[src/rtl/conv_pkg.sv]
// Shared definitions for the float16 convolution datapath: default geometry,
// flattened bus widths, counter widths and the window element offset helper.
package conv_pkg;

  // Counter width for a 0..n-1 counter; never narrower than one bit.
  function automatic int cnt_width(input int n);
    return (n > 1) ? $clog2(n) : 1;
  endfunction

  localparam int DATA_WIDTH    = 16;
  localparam int INPUT_CHANNEL = 1;
  localparam int IMAGE_LENGTH  = 5;
  localparam int IMAGE_WIDTH   = 5;
  localparam int WEIGHT_LENGTH = 3;
  localparam int WEIGHT_WIDTH  = 3;

  localparam int WIN_ELEMS = WEIGHT_LENGTH * WEIGHT_WIDTH;
  localparam int PIX_BITS  = INPUT_CHANNEL * DATA_WIDTH;
  localparam int WIN_BITS  = PIX_BITS * WIN_ELEMS;
  localparam int ROW_BITS  = cnt_width(IMAGE_LENGTH);
  localparam int COL_BITS  = cnt_width(IMAGE_WIDTH);

  // Bit offset of element (channel a, row r, column c) inside a flattened
  // [0:N-1] window bus; r=0 is the oldest row, c=0 the leftmost column.
  function automatic int elem_idx(input int a, input int r, input int c,
                                  input int k_l = WEIGHT_LENGTH,
                                  input int k_w = WEIGHT_WIDTH,
                                  input int dw  = DATA_WIDTH);
    return (a * k_l * k_w + r * k_w + c) * dw;
  endfunction

endpackage

[src/rtl/conv_window_gen_if.sv]
// Pixel-in / window-out bus of conv_window_gen.
// Optional window coordinates are present when CONV_WINDOW_POS_EN is defined.
// Both streams use valid/ready: a transfer happens on a clock edge where
// valid and ready are both high; a producer holding valid keeps its data
// stable until that edge, and ready may depend combinationally on valid.
interface conv_window_gen_if
  import conv_pkg::*;
#(
  parameter int data_width    = DATA_WIDTH,
  parameter int input_channel = INPUT_CHANNEL,
  parameter int image_length  = IMAGE_LENGTH,
  parameter int image_width   = IMAGE_WIDTH,
  parameter int weight_length = WEIGHT_LENGTH,
  parameter int weight_width  = WEIGHT_WIDTH
);
  localparam int PIX_W = input_channel * data_width;
  localparam int WIN_W = PIX_W * weight_length * weight_width;

  logic [0:PIX_W-1] pix_in;
  logic             pix_valid;
  logic             pix_ready;
  logic [0:WIN_W-1] window;
  logic             window_valid;
  logic             window_ready;
  logic             window_last;
  logic             frame_done;
`ifdef CONV_WINDOW_POS_EN
  localparam int ROW_W = cnt_width(image_length);
  localparam int COL_W = cnt_width(image_width);
  logic [ROW_W-1:0] win_row;
  logic [COL_W-1:0] win_col;
`endif

  // Window generator side: consumes pixels, produces windows.
  modport master (
    input  pix_in, pix_valid, window_ready,
    output pix_ready, window, window_valid, window_last, frame_done
`ifdef CONV_WINDOW_POS_EN
    , output win_row, win_col
`endif
  );

  // Environment side: pixel source and window consumer.
  modport slave (
    output pix_in, pix_valid, window_ready,
    input  pix_ready, window, window_valid, window_last, frame_done
`ifdef CONV_WINDOW_POS_EN
    , input win_row, win_col
`endif
  );

endinterface

[src/rtl/line_buffer_row.sv]
// One circular row buffer: depth entries indexed by column. The entry at
// addr is presented on shift_out (old contents) while a write replaces it,
// so a chain of these shifts a column of pixels up one row per accept.
module line_buffer_row #(
  parameter int data_width = 16,
  parameter int depth      = 5,
  parameter int addr_width = 3
) (
  input  logic                  clk,
  input  logic                  write,
  input  logic [addr_width-1:0] addr,
  input  logic [data_width-1:0] data,
  output logic [data_width-1:0] shift_out
);
  logic [data_width-1:0] mem [depth];

  // Storage write; contents are intentionally never cleared.
  always_ff @(posedge clk) begin
    if (write) mem[addr] <= data;
  end

  assign shift_out = mem[addr];

endmodule

[src/rtl/conv_window_gen.sv]
// Streaming K_L x K_W sliding-window generator (stride 1, no padding) for a
// raster-order pixel stream. Windows are flattened in the conv unit layout.
// Define CONV_WINDOW_POS_EN to add win_row/win_col window coordinates.
module conv_window_gen
  import conv_pkg::*;
#(
  parameter int data_width    = DATA_WIDTH,
  parameter int input_channel = INPUT_CHANNEL,
  parameter int image_length  = IMAGE_LENGTH,
  parameter int image_width   = IMAGE_WIDTH,
  parameter int weight_length = WEIGHT_LENGTH,
  parameter int weight_width  = WEIGHT_WIDTH
) (
  input  logic              clk,
  input  logic              reset,
  conv_window_gen_if.master bus
);
  localparam int DW    = data_width;
  localparam int IC    = input_channel;
  localparam int KL    = weight_length;
  localparam int KW    = weight_width;
  localparam int H     = image_length;
  localparam int W     = image_width;
  localparam int ROW_W = cnt_width(H);
  localparam int COL_W = cnt_width(W);

  localparam logic [ROW_W-1:0] ROW_LAST = ROW_W'(H - 1);
  localparam logic [COL_W-1:0] COL_LAST = COL_W'(W - 1);
  localparam logic [ROW_W-1:0] ROW_WIN0 = ROW_W'(KL - 1);
  localparam logic [COL_W-1:0] COL_WIN0 = COL_W'(KW - 1);

  logic [ROW_W-1:0] row;
  logic [COL_W-1:0] col;
  logic             accept;
  logic             qualify;
  logic             last_pix;
  logic             valid_q;
  logic             last_q;
  logic             done_q;

  // col_new[a][r]: column entering the window on accept, r=0 oldest row.
  logic [DW-1:0] col_new [IC][KL];
  logic [DW-1:0] win     [IC][KL][KW];

  // A held window blocks input; nothing is accepted while in reset.
  assign bus.pix_ready = !reset && (!valid_q || bus.window_ready);
  assign accept        = bus.pix_valid && bus.pix_ready;
  assign last_pix      = (row == ROW_LAST) && (col == COL_LAST);
  assign qualify       = accept && (row >= ROW_WIN0) && (col >= COL_WIN0);

  for (genvar a = 0; a < IC; a++) begin : g_chan
    assign col_new[a][KL-1] = bus.pix_in[a*DW +: DW];
    // Buffer r feeds row r of the new column and is refilled from row r+1.
    for (genvar r = 0; r < KL - 1; r++) begin : g_row
      line_buffer_row #(
        .data_width (DW),
        .depth      (W),
        .addr_width (COL_W)
      ) u_row (
        .clk       (clk),
        .write     (accept),
        .addr      (col),
        .data      (col_new[a][r+1]),
        .shift_out (col_new[a][r])
      );
    end
    for (genvar r = 0; r < KL; r++) begin : g_wr
      for (genvar c = 0; c < KW; c++) begin : g_wc
        assign bus.window[elem_idx(a, r, c, KL, KW, DW) +: DW] = win[a][r][c];
      end
    end
  end

  // Window shift register: shift left one column and load the new column.
  always_ff @(posedge clk) begin
    if (accept) begin
      for (int a = 0; a < IC; a++) begin
        for (int r = 0; r < KL; r++) begin
          for (int c = 0; c < KW - 1; c++) win[a][r][c] <= win[a][r][c+1];
          win[a][r][KW-1] <= col_new[a][r];
        end
      end
    end
  end

  // Raster counters, window valid/last and end-of-frame pulse.
  always_ff @(posedge clk or posedge reset) begin
    if (reset) begin
      row     <= '0;
      col     <= '0;
      valid_q <= 1'b0;
      last_q  <= 1'b0;
      done_q  <= 1'b0;
    end else begin
      done_q <= accept && last_pix;
      if (accept) begin
        if (col == COL_LAST) begin
          col <= '0;
          row <= (row == ROW_LAST) ? '0 : row + ROW_W'(1);
        end else begin
          col <= col + COL_W'(1);
        end
      end
      if (qualify) begin
        valid_q <= 1'b1;
        last_q  <= last_pix;
      end else if (bus.window_ready) begin
        valid_q <= 1'b0;
        last_q  <= 1'b0;
      end
    end
  end

  assign bus.window_valid = valid_q;
  assign bus.window_last  = last_q;
  assign bus.frame_done   = done_q;

`ifdef CONV_WINDOW_POS_EN
  logic [ROW_W-1:0] win_row_q;
  logic [COL_W-1:0] win_col_q;

  // Top-left coordinate, loaded with the window it describes.
  always_ff @(posedge clk or posedge reset) begin
    if (reset) begin
      win_row_q <= '0;
      win_col_q <= '0;
    end else if (qualify) begin
      win_row_q <= row - ROW_WIN0;
      win_col_q <= col - COL_WIN0;
    end
  end

  assign bus.win_row = win_row_q;
  assign bus.win_col = win_col_q;
`endif

endmodule

[src/flat_wrapper.sv]
// flat-port wrapper written by rule: the top's interface ports become plain ports
module conv_window_gen_flat import conv_pkg::*;
#(
  parameter int data_width    = DATA_WIDTH,
  parameter int input_channel = INPUT_CHANNEL,
  parameter int image_length  = IMAGE_LENGTH,
  parameter int image_width   = IMAGE_WIDTH,
  parameter int weight_length = WEIGHT_LENGTH,
  parameter int weight_width  = WEIGHT_WIDTH
)
  (clk, reset, bus_pix_in, bus_pix_valid, bus_window_ready, bus_pix_ready, bus_window, bus_window_valid, bus_window_last, bus_frame_done);
  conv_window_gen_if #(.data_width(data_width), .input_channel(input_channel), .image_length(image_length), .image_width(image_width), .weight_length(weight_length), .weight_width(weight_width)) bus_i ();
  input  logic clk;
  input  logic reset;
  input wire logic [$bits(bus_i.pix_in)-1:0] bus_pix_in;
  input wire logic [$bits(bus_i.pix_valid)-1:0] bus_pix_valid;
  input wire logic [$bits(bus_i.window_ready)-1:0] bus_window_ready;
  output wire logic [$bits(bus_i.pix_ready)-1:0] bus_pix_ready;
  output wire logic [$bits(bus_i.window)-1:0] bus_window;
  output wire logic [$bits(bus_i.window_valid)-1:0] bus_window_valid;
  output wire logic [$bits(bus_i.window_last)-1:0] bus_window_last;
  output wire logic [$bits(bus_i.frame_done)-1:0] bus_frame_done;
  assign bus_i.pix_in = bus_pix_in;
  assign bus_i.pix_valid = bus_pix_valid;
  assign bus_i.window_ready = bus_window_ready;
  assign bus_pix_ready = bus_i.pix_ready;
  assign bus_window = bus_i.window;
  assign bus_window_valid = bus_i.window_valid;
  assign bus_window_last = bus_i.window_last;
  assign bus_frame_done = bus_i.frame_done;
  conv_window_gen #(.data_width(data_width), .input_channel(input_channel), .image_length(image_length), .image_width(image_width), .weight_length(weight_length), .weight_width(weight_width)) u_core (.clk(clk), .reset(reset), .bus(bus_i));
endmodule
[config.mk]
export PLATFORM = sky130hd
export DESIGN_NAME = conv_window_gen_flat
export DESIGN_NICKNAME = d
export VERILOG_FILES = /design/src/rtl/conv_pkg.sv /design/src/rtl/conv_window_gen_if.sv /design/src/rtl/line_buffer_row.sv /design/src/rtl/conv_window_gen.sv /design/src/flat_wrapper.sv
export SDC_FILE = /design/constraint.sdc
export NUM_CORES = 1
export LEC_CHECK = 0
export ABC_CLOCK_PERIOD_IN_PS = 14500
export CAP_MARGIN = 10
export CORE_MARGIN = 2
export CORE_UTILIZATION = 25
export DETAILED_ROUTE_END_ITERATION = 10
export GPL_ROUTABILITY_DRIVEN = 0
export SLEW_MARGIN = 20
export SYNTH_ARGS = -nofsm -noshare
export SYNTH_HDL_FRONTEND = slang
export SYNTH_SLANG_ARGS = --single-unit
[constraint.sdc]
create_clock -name clk -period 14.5 [get_ports clk]
set_clock_uncertainty 0.05 [all_clocks]
set_input_delay 4.35 -clock clk [delete_from_list [all_inputs] [get_ports clk]]
set_output_delay 4.35 -clock clk [all_outputs]
set_load 0.05 [all_outputs]
==> results of run 1 <==
cells in the mapped netlist (all sizes together):
cell	count
mux4	5
edfxtp	304
nor3	3
ha	5
nor2b	1
inv	7
dfrtp	9
or2	2
o21ai	30
a21oi	2
mux2	35
nor4	3
buf	15
o32ai	1
a22oi	54
o41ai	2
o31ai	1
nand2	2
and2	1
nor2	4
and3	1
nand2b	3
nor3b	1
mux2i	1
nand4	1
clkbuf	7
power breakdown:
part / switching [mW] / internal [mW] / total [mW]
clock: 0.379 / 0.564 / 0.942
sequential: 0.0451 / 1.19 / 1.23
combinational: 0.428 / 0.198 / 0.627
layer usage:
metal | up-vias | part of all wire, %
met4 | 2 | 2.9
met1 | 2649 | 43
li1 | 2429 | -
met2 | 171 | 47
met5 | - | 0.037
met3 | 45 | 7.2
worst max-delay path by stage:
| stage | end | slack [ps] | from | cells after the start |
|---|---|---|---|---|
| after floorplan | bus_pix_ready | 4930 | bus_window_ready | 3 |
| after global placement | bus_pix_ready | 4170 | bus_window_ready | 4 |
| after detailed placement | bus_pix_ready | 4150 | bus_window_ready | 4 |
| after CTS | bus_pix_ready | 4140 | bus_window_ready | 4 |
| after global routing | bus_pix_ready | 4070 | bus_window_ready | 4 |
| final | bus_pix_ready | 4160 | bus_window_ready | 4 |
metrics by stage:
| stage | power [mW] | hold WS (ps) |
|---|---|---|
| CTS | 2.849 | 386.0 |
| global route | 2.938 | 402.8 |
| detailed placement | 1.892 | 383.5 |
| floorplan | 1.680 | 461.2 |
| finish | 2.801 | 388.5 |
| global placement | 1.879 | 380.5 |
worst reg2reg max path: stages (launching register included):
cell and delay, ps:
dfrtp_1 370, nor2b_1 200, or2_0 480, inv_6 560, and3_2 880
sequential cells by signal, indices dropped and copies added, names as in the netlist:
register and count:
u_core.g_chan.g_row.u_row.mem 160, u_core.bus.frame_done 1, u_core.row 3, u_core.bus.window_last 1, u_core.bus.window_valid 1, u_core.col 3
u_core.win 144
area by class of cell:
class / count / area [µm²] / area share (%)
Clock buffer: 49 / 991.0 / 6.852
Clock inverter: 19 / 261.5 / 1.808
Inverter: 7 / 31.28 / 0.2163
Multi-Input combinational cell: 158 / 1354 / 9.361
Sequential cell: 313 / 9358 / 64.70
Tap cell: 585 / 732.0 / 5.061
Timing Repair Buffer: 175 / 1735 / 12.00
logic make-up (layout without fill, tap and decap cells):
kind of cell    Yosys count  count (layout)  share of synthesized area (%)
buf+inv                  29             250                          1.443
mux                      41              41                          4.837
fa+ha+maj                 5               5                         0.5772
flops                   313             313                          86.31
simple gates             22              22                          1.236
compound gates           90              90                          5.599
==> flow_summary.rst, run 1 <==
.. list-table::
   :header-rows: 1

   * - Metric
     - Value
   * - Status
     - completed
   * - Total GRT Usage
     - 9.635%
   * - Most area-consuming cells after synthesis
     - edfxtp_1 84%, a22oi_1 3.7%, mux2_2 3.6%, dfrtp_1 2.1%, o21ai_0 1.4%
   * - Worst endpoint required time
     - 10100 ps
   * - End point of the worst hold path
     - u_core.win[0][119]
   * - Cell Count Post-Placement
     - 1238
   * - Post-route clock period utilization
     - 71.34%
   * - Met1 Resource Use GR
     - 12.17%
   * - Fin area
     - 14460 µm²
   * - Number of flip-flops and latches in the synthesized netlist
     - 313
   * - Worst-path maximum fanout
     - 8
   * - Iter 0 DRT Violations
     - 348
   * - Top library cells by usage in the layout, fill and taps aside
     - 304 x edfxtp_1, 167 x clkdlybuf4s50_1, 54 x a22oi_1, 37 x clkbuf_16, 35 x mux2_2
   * - Worst-margin pin slew
     - 891.5 ps
   * - Diodes inserted
     - 0
   * - Hold buffers post-CTS
     - 0
   * - Post-Synthesis Cells
     - 500
   * - Initial antenna violation count
     - 1
   * - Number of failing hold endpoints at the final stage
     - 0
   * - Maximum vdd drop
     - 0.07119 mV
   * - Crit Path Class
     - primary input to output port
   * - Register-to-Register Setup Slack
     - 11570 ps
   * - Signed area change from the synthesized netlist to the final layout
     - 33.44%
   * - Max capacitance violation total
     - 0
   * - Iteration count of the initial detailed-routing pass
     - 5
   * - Setup total negative slack
     - 0 ps
   * - Placeable core area
     - 42890 µm²
   * - Max Root-Sink Buffers
     - 3
   * - Max-slew violation count
     - 0
   * - Die Outline Area
     - 45030 µm²
   * - Cell type group with the largest total delay on the critical path
     - buffers and inverters
   * - Buf+Inv Stages, Crit Path
     - 2
   * - Met3 track utilization from global routing
     - 2.792%
   * - Critical Path End Type
     - output port
   * - Starting utilization of the core area
     - 25.27%
   * - Root Driver
     - clkbuf_16
   * - Total vias in the final route
     - 5296
   * - Mean cell area of the mapped netlist
     - 21.68 µm²
   * - FF-to-FF path depth
     - 4
   * - Crit path launch type
     - primary input
   * - RSZ-0062 raised after global routing
     - no
   * - Fraction of final layout cells with drive strength greater than 1
     - 15.81%
   * - Pin count of the biggest net entering global routing
     - 87
   * - Critical R2R Launch
     - u_core.bus.window_valid
   * - Total setup violations reported at the end of the flow
     - 0
   * - Cts bufs inserted
     - 37
   * - IO Port Bufs
     - 167
   * - Min-Delay Path Class
     - flop to flop
   * - Sink Count
     - 313
   * - Area share of the leading cell type in the synthesized netlist
     - 84.23%
   * - Htree depth
     - 2
   * - Global-route wire length before repair
     - 32310 µm
   * - Height of the chip
     - 212.2 µm
   * - Die Span X
     - 212.2 µm
   * - Setup fix buffers added after clock tree synthesis
     - 0
   * - Resized cells post-CTS
     - 0
   * - Pre-CTS worst setup slack
     - 4148 ps
   * - Routed length per placed instance
     - 16.59 µm
   * - Cells traversed along the worst timing path
     - clkdlybuf4s50_1 -> nor2b_1 -> nor2_1 -> clkdlybuf4s50_1
   * - Number of warnings reported in the yosys synthesis log
     - 0
   * - Filler cell count
     - 4049
   * - Routed Wire Length
     - 21670 µm
   * - GR peak layer
     - met2
   * - Pwr per Cell Area
     - 193.7 nW/µm²
   * - Via count of the first global-routing pass
     - 5304
   * - Remaining max-slew budget at the tightest pin
     - 40.56%
   * - Worst R2R End
     - u_core.g_chan[0].g_row[1].u_row.mem[4][5]
   * - Beginning of the worst hold path
     - u_core.win[0][103]
   * - Remaining global-route overflow
     - 0
   * - Time the final worst path needs with I/O delays and setup
     - 10340 ps
   * - Max frequency
     - 0.09668 GHz
   * - Library cell occupying the most area in the post-synthesis netlist
     - edfxtp_1
   * - Part of the Yosys area used for sequential elements
     - 86.31%
   * - Detail Route Antenna Nets
     - 0
   * - Count of boundary I/O pins
     - 168
   * - Post-Syn Nets
     - 525
   * - Worst hold path cell count
     - 0
   * - Nets
     - 717
   * - Clock transition at the registers of the reported paths
     - 60 ps
   * - Cell repeated most along the worst path
     - clkdlybuf4s50_1
   * - Vias/cell
     - 4.055
   * - Post-synthesis instance area
     - 10840 µm²
   * - Clock insertion delay at the later pin of the skew report
     - 550 ps
   * - Total leakage power
     - 4.665 nW
   * - Detailed-placement wirelength estimate
     - 12330 µm
   * - Largest incremental delay on the critical path
     - 710 ps
   * - Arrival time worst endpoint
     - 5940 ps
   * - Utilization after layout
     - 33.72%
   * - DP Area
     - 13210 µm²
   * - Number of library cell types mapped by synthesis
     - 33
   * - Final Instance Count excl. Fillers
     - 1306
   * - Most frequent standard cell in the layout excluding fill and tap cells
     - edfxtp_1
   * - Clock tree from TritonCTS
     - done
   * - Global-route track usage on met2
     - 15.24%
   * - Slowest stage cell, crit path
     - clkdlybuf4s50_1
   * - Remaining DRCs
     - 0
   * - Post-route setup slack
     - 4156 ps
   * - Row Count
     - 76
Note: power is estimated with default switching activity, not from simulation.
==> run 2, diff against run 1 <==
ABC_CLOCK_PERIOD_IN_PS = 10300   (was 14500)
clock period = 10.3 ns   (was 14.5 ns; I/O delays follow)
==> flow_summary.rst, run 2 (synthesis gave the netlist of run 1 again) <==
.. list-table::
   :header-rows: 1

   * - Metric
     - Value
   * - Routed Wire Length
     - 21210 µm
   * - Row Count
     - 76
   * - Filler cell count
     - 4058
   * - FF+latch area
     - 9358 µm²
   * - Time the final worst path needs with I/O delays and setup
     - 7811 ps
   * - Worst R2R End
     - u_core.g_chan[0].g_row[1].u_row.mem[4][3]
   * - Post-route clock period utilization
     - 75.84%
   * - Max Root-Sink Buffers
     - 3
   * - Critical R2R Launch
     - u_core.bus.window_valid
   * - Status
     - completed
   * - Cts bufs inserted
     - 37
   * - Crit Path Class
     - primary input to output port
   * - Detail Route Antenna Nets
     - 0
   * - Root Driver
     - clkbuf_16
   * - Global-route wire length before repair
     - 31310 µm
   * - Routed length per placed instance
     - 16.24 µm
   * - Min-Delay Path Class
     - flop to flop
   * - Flip-flop count of the largest register, all copies and words added
     - 160
   * - Remaining DRCs
     - 0
   * - Fraction of final layout cells with drive strength greater than 1
     - 15.69%
   * - Max capacitance violation total
     - 0
   * - Initial antenna violation count
     - 1
   * - Max-slew violation count
     - 0
   * - Starting utilization of the core area
     - 25.27%
   * - Hold buffers post-CTS
     - 0
   * - Height of the chip
     - 212.2 µm
   * - Max frequency
     - 0.1280 GHz
   * - Critical Path End Type
     - output port
   * - Arrival time worst endpoint
     - 4670 ps
   * - Register-to-Register Setup Slack
     - 7190 ps
   * - Top library cells by usage in the layout, fill and taps aside
     - 304 x edfxtp_1, 167 x clkdlybuf4s50_1, 54 x a22oi_1, 39 x clkbuf_16, 35 x mux2_2
   * - Via count of the first global-routing pass
     - 5178
   * - Most frequent standard cell in the layout excluding fill and tap cells
     - edfxtp_1
   * - Crit path launch type
     - primary input
   * - Nets
     - 717
   * - Total vias in the final route
     - 5204
   * - Biggest register
     - u_core.g_chan.g_row.u_row.mem
   * - Iteration count of the initial detailed-routing pass
     - 4
   * - Signed area change from the synthesized netlist to the final layout
     - 33.17%
   * - Worst-path maximum fanout
     - 8
   * - Utilization after layout
     - 33.65%
   * - Remaining max-slew budget at the tightest pin
     - 42.01%
   * - Setup fix buffers added after clock tree synthesis
     - 0
   * - Vias/cell
     - 3.985
   * - Worst-margin pin slew
     - 869.9 ps
   * - Die Outline Area
     - 45030 µm²
   * - Clock tree from TritonCTS
     - done
   * - Worst setup path endpoint
     - bus_pix_ready
   * - Maximum vdd drop
     - 0.09866 mV
   * - Beginning of the critical path
     - bus_window_ready
   * - Placeable core area
     - 42890 µm²
   * - Top flop regs
     - u_core.g_chan.g_row.u_row.mem (160), u_core.win (144)
   * - Remaining global-route overflow
     - 0
   * - Worst endpoint required time
     - 7160 ps
   * - Die Span X
     - 212.2 µm
   * - Pwr per Cell Area
     - 271.0 nW/µm²
   * - Pin count of the biggest net entering global routing
     - 87
   * - Resized cells post-CTS
     - 0
   * - Total leakage power
     - 4.650 nW
   * - Iter 0 DRT Violations
     - 283
   * - Clock insertion delay at the later pin of the skew report
     - 530 ps
   * - Setup total negative slack
     - 0 ps
   * - IO Port Bufs
     - 167
   * - Total setup violations reported at the end of the flow
     - 0
   * - Detailed-placement wirelength estimate
     - 12010 µm
   * - Sink Count
     - 313
   * - RSZ-0062 raised after global routing
     - no
   * - FF-to-FF path depth
     - 4
   * - Number of failing hold endpoints at the final stage
     - 0
   * - Htree depth
     - 2
   * - Total GRT Usage
     - 9.337%
   * - Count of boundary I/O pins
     - 168
   * - Clock transition at the registers of the reported paths
     - 60 ps
   * - Footprint of the multi-input gates
     - 1354 µm²
[run 2: cell count changes in the layout (fill, tap and decap cells not counted), moves of 2 or more]
cell,previous run,this run
clkbuf_1,10,8
clkinv_1,3,5
clkinv_2,4,2
clkbuf_16,37,39
[run 2: worst min path at each step]
stage,depth (start not counted),end,start
2_1_floorplan,1,u_core.row[2],u_core.row[2]
3_3_place_gp,0,u_core.win[0][37],u_core.win[0][21]
3_5_place_dp,0,u_core.win[0][119],u_core.win[0][103]
4_1_cts,0,u_core.win[0][119],u_core.win[0][103]
5_1_grt,0,u_core.win[0][119],u_core.win[0][103]
6_report,0,u_core.win[0][120],u_core.win[0][104]
[run 2: worst max-delay path: stages]
cell,delay [ps]
clkdlybuf4s50_1,420
nor2b_1,370
nor2_1,80
clkdlybuf4s50_1,710
[run 2: final cells by class]
type                    instances  area share [%]
flip-flops and latches        313           64.84
repair buffers                175           12.00
multi-input cells             158           9.380
clock buffers                  49           7.161
well taps                     585           5.072
clock inverters                18           1.318
inverters                       7          0.2167
diodes                          1         0.01734
[run 2: per-layer routing]
layer  GRT usage [%]  routed length (µm)  vias to the layer above
met5               0                   7                        -
met1           11.84                9295                     2583
li1                -                   -                     2434
met3           3.353                1498                       36
met2           14.70                9932                      149
met4           3.424                 480                        2
[run 2: power by group]
group / total, mW / switching, mW / internal, mW
sequential: 1.73 / 0.0630 / 1.67
combinational: 0.884 / 0.604 / 0.280
clock: 1.29 / 0.506 / 0.788
[run 2: through the flow]
stage / cells / area (µm²) / power [mW] / hold slack [ps] / worst slack (ps)
finish: 1306 / 14430 / 3.911 / 390.9 / 2489
global route: 1305 / 14430 / 4.100 / 392.6 / 2393
CTS: 1305 / 14430 / 3.978 / 390.8 / 2479
detailed placement: 1238 / 13210 / 2.658 / 383.6 / 2494
global placement: 1238 / 13210 / 2.646 / 380.6 / 2491
floorplan: 500 / 10840 / 2.365 / 461.2 / 3042
==> run 3, diff against run 2 <==
ABC_CLOCK_PERIOD_IN_PS = 7720   (was 10300)
clock period = 7.72 ns   (was 10.3 ns; I/O delays follow)
==> flow_summary.rst, run 3 (synthesis gave the netlist of run 1 again) <==
.. list-table::
   :header-rows: 1

   * - Metric
     - Value
   * - Row Count
     - 76
   * - Remaining global-route overflow
     - 0
   * - Post-route setup slack
     - 1456 ps
   * - Worst-path maximum fanout
     - 8
   * - Number of failing hold endpoints at the final stage
     - 0
   * - Largest incremental delay on the critical path
     - 710 ps
   * - Remaining DRCs
     - 0
   * - Crit Path Class
     - primary input to output port
   * - Cells traversed along the worst timing path
     - clkdlybuf4s50_1 -> nor2b_1 -> nor2_1 -> clkdlybuf4s50_1
   * - Clock insertion delay at the later pin of the skew report
     - 520 ps
   * - Diodes inserted
     - 0
   * - Switching fraction of total power
     - 30.32%
   * - Detail Route Antenna Nets
     - 0
   * - Clock network power share
     - 32.9%
   * - Pin count of the biggest net entering global routing
     - 76
   * - Most frequent standard cell in the layout excluding fill and tap cells
     - edfxtp_1
   * - Critical Path End Type
     - output port
   * - Pwr per Cell Area
     - 361.3 nW/µm²
   * - Flip-flop count of the largest register, all copies and words added
     - 160
   * - Post-route clock period utilization
     - 81.14%
   * - IO Port Bufs
     - 167
   * - Iteration count of the initial detailed-routing pass
     - 5
   * - Height of the chip
     - 212.2 µm
   * - Placeable core area
     - 42890 µm²
   * - Vias/cell
     - 4.057
   * - Max Root-Sink Buffers
     - 3
   * - Sink Count
     - 313
   * - Post-route worst hold slack
     - 394.4 ps
   * - Relative contribution of combinational cells to total power
     - 22.0%
   * - Routed Wire Length
     - 21420 µm
   * - Hold buffers post-CTS
     - 0
   * - RSZ-0062 raised after global routing
     - no
   * - Arrival time worst endpoint
     - 3900 ps
   * - Detailed-placement wirelength estimate
     - 12200 µm
   * - Critical R2R Launch
     - u_core.bus.window_valid
   * - Slowest stage cell, crit path
     - clkdlybuf4s50_1
   * - Remaining max-slew budget at the tightest pin
     - 28.30%
   * - Worst-margin pin slew
     - 1076 ps
   * - Cts bufs inserted
     - 37
   * - Maximum vdd drop
     - 0.1407 mV
   * - Nets
     - 716
   * - Worst R2R End
     - u_core.win[0][89]
   * - Top library cells by usage in the layout, fill and taps aside
     - 304 x edfxtp_1, 167 x clkdlybuf4s50_1, 54 x a22oi_1, 39 x clkbuf_16, 35 x mux2_2
   * - Internal cell power
     - 3.628 mW
   * - Clock transition at the registers of the reported paths
     - 50 ps
   * - Htree depth
     - 2
   * - Fraction of final layout cells with drive strength greater than 1
     - 15.83%
   * - Worst endpoint required time
     - 5350 ps
   * - Crit path launch type
     - primary input
   * - Fin area
     - 14410 µm²
   * - FF-to-FF path depth
     - 4
   * - Setup fix buffers added after clock tree synthesis
     - 0
   * - DP Area
     - 13200 µm²
   * - Beginning of the critical path
     - bus_window_ready
   * - Count of boundary I/O pins
     - 168
   * - Total vias in the final route
     - 5295
   * - Max frequency
     - 0.1596 GHz
   * - Die Span X
     - 212.2 µm
   * - Clock tree from TritonCTS
     - done
   * - Min-Delay Path Class
     - flop to flop
   * - Signed area change from the synthesized netlist to the final layout
     - 32.97%
   * - Biggest register
     - u_core.g_chan.g_row.u_row.mem
   * - Total leakage power
     - 4.639 nW
   * - Max capacitance violation total
     - 0
   * - Setup total negative slack
     - 0 ps
   * - Via count of the first global-routing pass
     - 5314
   * - Die Outline Area
     - 45030 µm²
   * - Root Driver
     - clkbuf_16
   * - Pre-CTS worst setup slack
     - 1430 ps
   * - Total GRT Usage
     - 9.523%
   * - Starting utilization of the core area
     - 25.27%
   * - Iter 0 DRT Violations
     - 301
   * - Max-slew violation count
     - 0
   * - Global-route wire length before repair
     - 32130 µm
   * - Status
     - completed
   * - Switching pwr
     - 1.579 mW
   * - Register-to-Register Setup Slack
     - 4680 ps
   * - Resized cells post-CTS
     - 0
   * - Top flop regs
     - u_core.g_chan.g_row.u_row.mem (160), u_core.win (144)
   * - Total Power Consumption
     - 5.207 mW
   * - Cell repeated most along the worst path
     - clkdlybuf4s50_1
   * - Worst setup path endpoint
     - bus_pix_ready
   * - Time the final worst path needs with I/O delays and setup
     - 6264 ps
   * - Routed length per placed instance
     - 16.41 µm
   * - Proportion of power drawn by flip-flops and latches
     - 45.1%
   * - Initial antenna violation count
     - 2
   * - Total setup violations reported at the end of the flow
     - 0
==> run 3: cell count changes in the layout (fill, tap and decap cells not counted) <==
cell        previous run  this run
diode_2                1         0
clkinvlp_4             1         3
clkbuf_1               8         4
buf_4                  8         7
inv_6                  5         2
clkinv_2               2         6
inv_8                  1         2
clkbuf_8               2         0
clkinv_1               5         8
==> run 3: routing by layer <==
metal	part of all wire (%)	GRT usage [%]
met1	43	12.24
met2	47	14.90
met3	6.7	2.570
met4	3.5	4.654
met5	0.13	0
==> run 3: critical path, delay by kind of cell <==
| family | cells | cell delay, ps |
|---|---|---|
| buf+inv | 2 | 1120 |
| simple gates | 2 | 460 |
==> run 3: how the worst min path moves through the flow <==
stage,from,to,cells past startpoint
2_1_floorplan,u_core.row[2],u_core.row[2],1
3_3_place_gp,u_core.win[0][26],u_core.win[0][42],0
3_5_place_dp,u_core.win[0][12],u_core.win[0][28],0
4_1_cts,u_core.win[0][73],u_core.win[0][89],0
5_1_grt,u_core.win[0][24],u_core.win[0][40],0
6_report,u_core.win[0][126],u_core.win[0][142],0
==> run 3: final cells by class <==
type | instances | area [µm²]
clock inverters | 25 | 221.5
multi-input cells | 158 | 1354
well taps | 585 | 732.0
flip-flops and latches | 313 | 9358
repair buffers | 174 | 1724
inverters | 7 | 31.28
fillers | 4068 | 28470
clock buffers | 43 | 991.0
==> run 3: per-stage QoR <==
stage	utilization, %	instances
floorplan	-	500
global placement	30.78	1237
detailed placement	30.78	1237
CTS	33.60	1305
global route	33.60	1305
finish	33.60	1305
==> run 3: power groups by stage <==
stage,logic [mW],registers [mW],clock network [mW]
after global placement,1.14,2.38,0
after detailed placement,1.16,2.39,0
after CTS,1.16,2.35,1.78
after floorplan,0.515,2.64,0
after global routing,1.24,2.38,1.85
final,1.15,2.35,1.72
